===== config.mk =====
export PLATFORM = sky130hd
export DESIGN_NAME = cmos_nvram_arbiter
export DESIGN_NICKNAME = d
export VERILOG_FILES = /design/src/rtl/cmos_nvram_arbiter_pkg.sv /design/src/rtl/cmos_nvram_arbiter.sv
export SDC_FILE = /design/constraint.sdc
export NUM_CORES = 1
export LEC_CHECK = 0
export CORE_ASPECT_RATIO = 1.2
export CORE_MARGIN = 1.5
export CORE_UTILIZATION = 40
export DETAILED_ROUTE_END_ITERATION = 10
export PLACE_DENSITY = 0.8
export SYNTH_ARGS = -nofsm -noshare
export SYNTH_HDL_FRONTEND = slang
export SYNTH_SLANG_ARGS = --single-unit

===== constraint.sdc =====
create_clock -name clk_sys -period 5.3 [get_ports clk_sys]
set_input_delay 1.06 -clock clk_sys [delete_from_list [all_inputs] [get_ports clk_sys]]
set_output_delay 1.06 -clock clk_sys [all_outputs]
set_load 0.01 [all_outputs]

===== src/rtl/cmos_nvram_arbiter_pkg.sv =====
// Shared types for the Williams-2 CMOS RAM arbiter: port-owner states and latched operation.
package nvram_pkg;

   typedef enum logic [2:0] {
      ST_CPU,
      ST_HOLD,
      ST_XFER,
      ST_CLEAR,
      ST_RELEASE
   } state_e;

   typedef enum logic [1:0] {
      OP_DL,
      OP_UL,
      OP_CLR
   } op_e;

   localparam logic [15:0] NV_INDEX_DEF = 16'd4;

endpackage


===== src/rtl/cmos_nvram_arbiter.sv =====
// Arbitrates the single-port CMOS RAM between the 6809 and the HPS ioctl channel;
// HPS save/restore and high-score clears run with the CPU halted via hold/ack.
module cmos_nvram_arbiter
   import nvram_pkg::*;
#(
   parameter int                ADDR_W    = 10,
   parameter int                DATA_W    = 4,
   parameter logic [15:0]       NV_INDEX  = NV_INDEX_DEF,
   parameter logic [DATA_W-1:0] CLEAR_VAL = '0
) (
   input  logic              clk_sys,
   input  logic              reset_n,
   input  logic              cpu_ce,
   input  logic              cpu_cs,
   input  logic              cpu_we,
   input  logic [ADDR_W-1:0] cpu_addr,
   input  logic [DATA_W-1:0] cpu_din,
   output logic [DATA_W-1:0] cpu_dout,
   output logic              cpu_hold,
   input  logic              cpu_hold_ack,
   input  logic              ioctl_download,
   input  logic              ioctl_upload,
   input  logic [15:0]       ioctl_index,
   input  logic [24:0]       ioctl_addr,
   input  logic              ioctl_wr,
   input  logic              ioctl_rd,
   input  logic [7:0]        ioctl_dout,
   output logic [7:0]        ioctl_din,
   output logic              ioctl_wait,
   input  logic              clear_req,
   output logic [ADDR_W-1:0] ram_addr,
   output logic              ram_we,
   output logic [DATA_W-1:0] ram_wdata,
   input  logic [DATA_W-1:0] ram_rdata,
   output logic              busy,
   output logic              dirty
);

   state_e            state_q, state_d;
   op_e               op_q, op_d;
   logic              dirty_q, dirty_d;
   logic              clr_pend_q, clr_pend_d;
   logic [ADDR_W:0]   clr_cnt_q, clr_cnt_d;
   logic [ADDR_W-1:0] ram_addr_q, ram_addr_d;
   logic [DATA_W-1:0] ram_wdata_q, ram_wdata_d;
   logic              wr_pend_q, wr_pend_d;
   logic [1:0]        rd_ph_q, rd_ph_d;
   logic              rd_oor_q, rd_oor_d;
   logic [7:0]        ioctl_din_q, ioctl_din_d;
   logic              rd_pend_q, rd_pend_d;
   logic [DATA_W-1:0] cpu_dout_q, cpu_dout_d;

   logic idx_ok, xfer_req, xfer_on, in_range, cpu_wr;
   logic unused_dout_hi;

   assign unused_dout_hi = ^ioctl_dout[7:DATA_W];

   assign idx_ok   = (ioctl_index == NV_INDEX);
   assign xfer_req = (ioctl_download | ioctl_upload) & idx_ok;
   assign xfer_on  = (op_q == OP_UL) ? ioctl_upload : ioctl_download;
   assign in_range = ((ioctl_addr >> ADDR_W) == '0);
   assign cpu_wr   = cpu_ce & cpu_cs & cpu_we;

   always_comb begin
      state_d    = state_q;
      op_d       = op_q;
      dirty_d    = dirty_q;
      clr_pend_d = clr_pend_q;
      clr_cnt_d  = clr_cnt_q;
      unique case (state_q)
         ST_CPU: begin
            if (cpu_wr) dirty_d = 1'b1;
            // A transfer outranks any clear requested in the same cycle.
            if (xfer_req) begin
               state_d    = ST_HOLD;
               op_d       = ioctl_download ? OP_DL : OP_UL;
               clr_pend_d = 1'b0;
            end else if (clear_req || clr_pend_q) begin
               state_d    = ST_HOLD;
               op_d       = OP_CLR;
               clr_pend_d = 1'b0;
            end
         end
         ST_HOLD: begin
            if (cpu_hold_ack) begin
               state_d   = (op_q == OP_CLR) ? ST_CLEAR : ST_XFER;
               clr_cnt_d = '0;
            end
         end
         ST_XFER: begin
            if (!xfer_on) begin
               state_d = ST_RELEASE;
               if (op_q == OP_UL) dirty_d = 1'b0;
            end
         end
         ST_CLEAR: begin
            clr_cnt_d = clr_cnt_q + 1'b1;
            // A transfer that arrived mid-clear takes the port without un-halting the CPU.
            if (clr_cnt_d[ADDR_W]) begin
               if (xfer_req) begin
                  state_d = ST_XFER;
                  op_d    = ioctl_download ? OP_DL : OP_UL;
               end else begin
                  state_d = ST_RELEASE;
               end
            end
         end
         ST_RELEASE: begin
            state_d = ST_CPU;
            if (clear_req) clr_pend_d = 1'b1;
         end
         default: state_d = ST_CPU;
      endcase
   end

   always_comb begin
      ram_addr_d  = ram_addr_q;
      ram_wdata_d = ram_wdata_q;
      wr_pend_d   = 1'b0;
      rd_ph_d     = rd_ph_q;
      rd_oor_d    = rd_oor_q;
      ioctl_din_d = ioctl_din_q;
      rd_pend_d   = (state_q == ST_CPU) & cpu_ce & cpu_cs & ~cpu_we;
      cpu_dout_d  = rd_pend_q ? ram_rdata : cpu_dout_q;
      if (state_q == ST_XFER && idx_ok) begin
         if (ioctl_wr) begin
            ram_addr_d  = ioctl_addr[ADDR_W-1:0];
            ram_wdata_d = ioctl_dout[DATA_W-1:0];
            wr_pend_d   = in_range;
         end else if (ioctl_rd && rd_ph_q == 2'd0) begin
            ram_addr_d = ioctl_addr[ADDR_W-1:0];
            rd_oor_d   = ~in_range;
            rd_ph_d    = 2'd1;
         end
      end
      // Phase 1: RAM samples the address; phase 2: read data is on ram_rdata.
      if (rd_ph_q == 2'd1) begin
         rd_ph_d = 2'd2;
      end else if (rd_ph_q == 2'd2) begin
         rd_ph_d     = 2'd0;
         ioctl_din_d = rd_oor_q ? 8'h00 : 8'(ram_rdata);
      end
   end

   always_ff @(posedge clk_sys or negedge reset_n) begin
      if (!reset_n) begin
         state_q     <= ST_CPU;
         op_q        <= OP_DL;
         dirty_q     <= 1'b0;
         clr_pend_q  <= 1'b0;
         clr_cnt_q   <= '0;
         ram_addr_q  <= '0;
         ram_wdata_q <= '0;
         wr_pend_q   <= 1'b0;
         rd_ph_q     <= 2'd0;
         rd_oor_q    <= 1'b0;
         ioctl_din_q <= 8'h00;
         rd_pend_q   <= 1'b0;
         cpu_dout_q  <= '0;
      end else begin
         state_q     <= state_d;
         op_q        <= op_d;
         dirty_q     <= dirty_d;
         clr_pend_q  <= clr_pend_d;
         clr_cnt_q   <= clr_cnt_d;
         ram_addr_q  <= ram_addr_d;
         ram_wdata_q <= ram_wdata_d;
         wr_pend_q   <= wr_pend_d;
         rd_ph_q     <= rd_ph_d;
         rd_oor_q    <= rd_oor_d;
         ioctl_din_q <= ioctl_din_d;
         rd_pend_q   <= rd_pend_d;
         cpu_dout_q  <= cpu_dout_d;
      end
   end

   always_comb begin
      ram_addr  = ram_addr_q;
      ram_we    = wr_pend_q;
      ram_wdata = ram_wdata_q;
      unique case (state_q)
         ST_CPU: begin
            ram_addr  = cpu_addr;
            ram_we    = cpu_wr;
            ram_wdata = cpu_din;
         end
         ST_CLEAR: begin
            ram_addr  = clr_cnt_q[ADDR_W-1:0];
            ram_we    = ~clr_cnt_q[ADDR_W];
            ram_wdata = CLEAR_VAL;
         end
         default: ;
      endcase
   end

   assign cpu_hold   = (state_q == ST_HOLD) | (state_q == ST_XFER) | (state_q == ST_CLEAR);
   assign busy       = (state_q != ST_CPU);
   assign dirty      = dirty_q;
   assign cpu_dout   = cpu_dout_q;
   assign ioctl_din  = ioctl_din_q;
   // HPS is stalled for a pending NVRAM transfer until the port is ours, and during reads.
   assign ioctl_wait = (rd_ph_q != 2'd0) | (xfer_req & (state_q != ST_XFER));

endmodule


Word-level counts from Yosys, hierarchy flattened:

Index checks and enable logic that the tools add are counted.

* logic and storage cells: 112
* output and inout bits: 31
* input port bits: 78
* bits in registers: 49

* add/sub/neg operators: 1
* reductions and logical operators: 25
* bitwise gates (word level): 16
* mux-type cells: 38
* eq/ne operators: 19

Operators by type and width (number)
* logical NOT 25 bit: 1
* case mux 11 bit (2 select lines): 1
* two-way mux 10 bit: 2
* case mux 10 bit (2 select lines): 1
* two-way mux 2 bit: 9
* two-way mux 3 bit: 6
* == test 16 x 3 -> 1 bit (second input constant): 1
* != test 2 bit (second input constant): 7
* case mux 3 bit (4 select lines): 1
* AND reduction 4 bit: 3
* nonzero test 2 bit: 6
* adder 11 x 1 -> 11 bit (second input constant): 1
* two-way mux 1 bit: 11
* two-way mux 11 bit: 1
* AND reduction 3 bit: 3
* nonzero test 3 bit: 3
* case mux 4 bit (2 select lines): 1
* AND reduction 2 bit: 4
* AND 1 bit: 7
* == test 3 x 2 -> 1 bit (second input constant): 2
* case mux 1 bit (2 select lines): 3
* inverter 1 bit: 5
* == test 2 x 1 -> 1 bit (second input constant): 2
* == test 2 bit (second input constant): 2
* 12 further kinds: 16

Depth between registers and ports, before layout:

* word-level depth: 7
* mapped depth: 7
* mapped depth without buffers: 6

Worst setup path after synthesis:

OpenSTA, ideal clock, no wires.

* path kind: input port to output port
* start point: in ioctl_index[10]
* end point: out ioctl_wait
* data arrival time: 2173 ps
* required time: 4240 ps
* path slack: 2067 ps
* stages: 4
* buffers on the path: 0
* cells stage by stage: nor4_2 > nand4_2 > or3b_2 > nand2_1

* longest elaborated chain between the ends: 4

RTL lines
* start, declared: line cmos_nvram_arbiter.sv:23 `input logic [15:0] ioctl_index,`
* == test 16 x 3 -> 1 bit: line cmos_nvram_arbiter.sv:58 `assign idx_ok = (ioctl_index == NV_INDEX);`
* AND 1 bit: line cmos_nvram_arbiter.sv:59 `assign xfer_req = (ioctl_download | ioctl_upload) & idx_ok;`
* AND 1 bit: line cmos_nvram_arbiter.sv:202 `assign ioctl_wait = (rd_ph_q != 2'd0) | (xfer_req & (state_q != ST_XFER));`
* OR 1 bit: line cmos_nvram_arbiter.sv:202
* end, declared: line cmos_nvram_arbiter.sv:29 `output logic ioctl_wait,`

Every way passes these cells.

Worst setup path in the final report:

* start point: in ioctl_index[8]
* end point: out ioctl_wait

Same word-level chain as after synthesis.

==> qor.txt <==
Fin. max-slew vios: 0
Pwr Density: 334 mW/mm²
FF-to-FF setup slack: 2.58 ns
Setup violators final: 0
Critical Path Max Stage Delay: 0.54 ns
GPL Wtd Cong: 0.774
Layout Nets: 432
CP Capture Type: output pin
Met2 WL: 3230 µm
Pre-antenna DRT Iters: 4
Fin Clk Skew: 0.00486 ns
Hold endpoint: dirty$_DFFE_PN0P_
Multi-input logic area: 0.00125 mm²
Full die area: 0.00672 mm²
Max-cap viol count: 0
Vias in the first global route: 2103
Clk buf depth: 2
CTS Buf Count: 5
Post-synthesis cell type count: 43
Fillers: 514
Post-synth EDFFs: 0
Root buf cell: clkbuf_8
Port Buffers: 100
Chip width: 75.1 µm
Critical path required time: 4.24 ns
Worst Path Class, Setup: in2out
Initial Util: 41.5%
Overall power: 0.00121 W
Peak VDD IR: 0.000163 V
# H-tree levels: 2
Pin slew with the least headroom to its limit: 1.03 ns
Vias: 2230
Critical R2R Launch: state_q[1]$_DFFE_PN0P_
DRC: 0
Mapped Avg Cell Area: 9.90 µm²
Buffer count from post-CTS setup fixing: 0
Ys async rst share: 100%
Core Area: 0.00601 mm²
Initial drt markers: 118
Crit Path Max Fanout: 8
Met3 wire length: 385 µm
First-pass GRT wire length: 9770 µm
Routed wire per std cell: 14.1 µm
FF/Latch Area: 0.00113 mm²
Post-route met1 wirelength: 2410 µm
Leak pwr: 1.56 nW
Hpwl dp: 4830 µm
Routed WL: 6090 µm
Slowest-stage cell, CP: clkdlybuf4s50_1
Die height: 89.5 µm
RSZ-0062 raised after global routing: false
Critical path arrival: 3.27 ns
Synth Warn #: 0
Area delta synth->final: 45.2%
Mapped Cells: 252
Critical-path cell list: clkdlybuf4s50_1 -> nor4_2 -> nand4_2 -> buf_4 -> or3b_2 -> nand2_1 -> clkdlybuf4s50_1
#FFs+latches synth: 45
Critical R2R Capture: op_q[0]$_DFFE_PN0P_
Fin crit period: 4.33 ns
Remaining antenna violation count: 0
Uppermost layer routed: met4
Number of gates resized after CTS: 0
Min-delay worst type: reg2reg
Worst Hold Path Cells: 2
Register area share after synthesis: 45.2%
Fin crit share: 81.7%
Hold buffers post-CTS: 0
Mapped Area: 0.00249 mm²
CTS tree: done
CP most frequent cell: clkdlybuf4s50_1
Status: completed
Setup crit start kind: input port
Antenna Cells: 0
Setup TNS: 0 ns
Hold path startpoint: dirty$_DFFE_PN0P_
Clock latency on the worst-skew pair: 0.30 ns
Row cnt: 31
Worst relative slew slack: 31.0%
Antenna violations before repair: 0
Share of cells above drive strength 1: 10.8%
I/O Pins: 109
Final Hold Viols: 0
Clk sink count: 45
Worst r2r path cells: 5
Clock Pin Slew Worst Setup and Hold Paths: 0.08 ns
Largest net degree at the start of global routing: 46
Max Fclk: 231 MHz
GRT Total Usage: 19.3%
Overflow after GRT: 0
Ys flop type: dfrtp_1
Vias per std cell: 5.15
cell usage after synthesis (2+ instances only):
library cell	number	share of area, %
nor3_2	2	0.80
o31ai_1	3	0.90
nor2_1	18	2.7
mux2_4	4	2.4
nand3b_1	7	2.1
mux2i_1	5	2.0
buf_2	2	0.40
inv_1	13	2.0
a21oi_1	3	0.60
nand2b_1	2	0.50
or3_1	3	0.75
ha_1	4	2.0
mux2_2	15	6.8
nor4_2	4	2.0
nand4_1	6	1.5
nor3_1	4	0.80
clkbuf_1	6	0.90
nor2b_1	4	1.0
nor4_1	3	0.75
a31oi_1	3	0.75
a22oi_1	9	2.7
a22o_1	5	1.8
o21ai_0	25	5.0
nand2_1	32	4.8
buf_4	4	1.2
nand3_1	5	1.0
dfrtp_1	45	45
critical path, delay by kind of cell:
kind | cells | cell delay, ns
and+or+nand+nor | 4 | 1.03
buffers and inverters | 3 | 1.17
power breakdown:
part | total [W] | leakage, nW | switching (W) | internal, W
Sequential | 0.000451 | 0.572 | 0.0000585 | 0.000392
Combinational | 0.000551 | 0.951 | 0.000274 | 0.000277
Clock | 0.000206 | 0.0395 | 0.000113 | 0.0000939
metrics by stage:
stage | instances | hold slack, ns | instance area (µm²) | utilization (%) | setup WS [ns]
3_3_place_gp | 425 | 0.490 | 3540 | 58.9 | 0.947
6_report | 433 | 0.513 | 3620 | 60.2 | 0.972
3_5_place_dp | 425 | 0.496 | 3540 | 58.9 | 0.909
4_1_cts | 433 | 0.516 | 3620 | 60.2 | 0.908
5_1_grt | 433 | 0.537 | 3620 | 60.2 | 0.880
2_1_floorplan | 255 | 0.475 | 2500 | - | 2.07
state kept, by name (all words and copies together), names as in the netlist:
signal and cells:
rd_ph_q 2, clr_cnt_q 11, clr_pend_q 1, wr_pend_q 1, state_q 3, dirty 1
rd_oor_q 1, ram_wdata_q 4, ram_addr_q 10, cpu_dout 4, op_q 2, rd_pend_q 1
ioctl_din 4
logic make-up after synthesis:
| logic type | synth area share (%) |
|---|---|
| and+or+nand+nor | 21.3 |
| AOI/OAI and AO/OA | 14.3 |
| DFF | 45.2 |
| buffers and inverters | 5.07 |
| muxes | 11.6 |
| adders and majority gates | 2.01 |
| other | 0.150 |
| xor gates and xnor gates | 0.351 |
cell usage in the layout (no fill, tap or decap), types with 4 or more instances in the layout:
master           netlist  routed
nor4_2                 4       4
nand2_1               32      32
a22o_1                 5       5
nand3_1                5       5
nor2b_1                4       4
inv_1                 13      13
conb_1                 1       4
clkbuf_8               0       5
mux2_4                 4       4
ha_1                   4       4
mux2i_1                5       5
a22oi_1                9       9
o21ai_0               25      25
clkdlybuf4s50_1        0      99
nand4_1                6       6
nor3_1                 4       4
nor2_1                18      18
dfrtp_1               45      45
mux2_2                15      15
nand3b_1               7       7
worst max-delay path by stage:
stage,startpoint,end,slack (ns),cells after the start
CTS,ioctl_index[8],ioctl_wait,0.91,7
detailed placement,ioctl_index[8],ioctl_wait,0.91,7
global placement,ioctl_index[8],ioctl_wait,0.95,7
global route,ioctl_index[8],ioctl_wait,0.88,7
finish,ioctl_index[8],ioctl_wait,0.97,7
floorplan,ioctl_index[10],ioctl_wait,2.07,4
final cells by class:
type,count,area share [%]
Multi-Input combinational cell,183,34.6
Timing Repair Buffer,102,27.9
Inverter,13,1.35
Tap cell,82,2.83
Clock buffer,8,2.21
Sequential cell,45,31.1
routing by layer:
| metal | GRT usage, % | vias up |
|---|---|---|
| li1 | - | 1090 |
| met1 | 23.8 | 1059 |
| met2 | 32.9 | 75 |
| met3 | 4.96 | 6 |
| met4 | 5.79 | 0 |
| met5 | 0 | - |
Note: power is estimated with default switching activity, not from simulation.
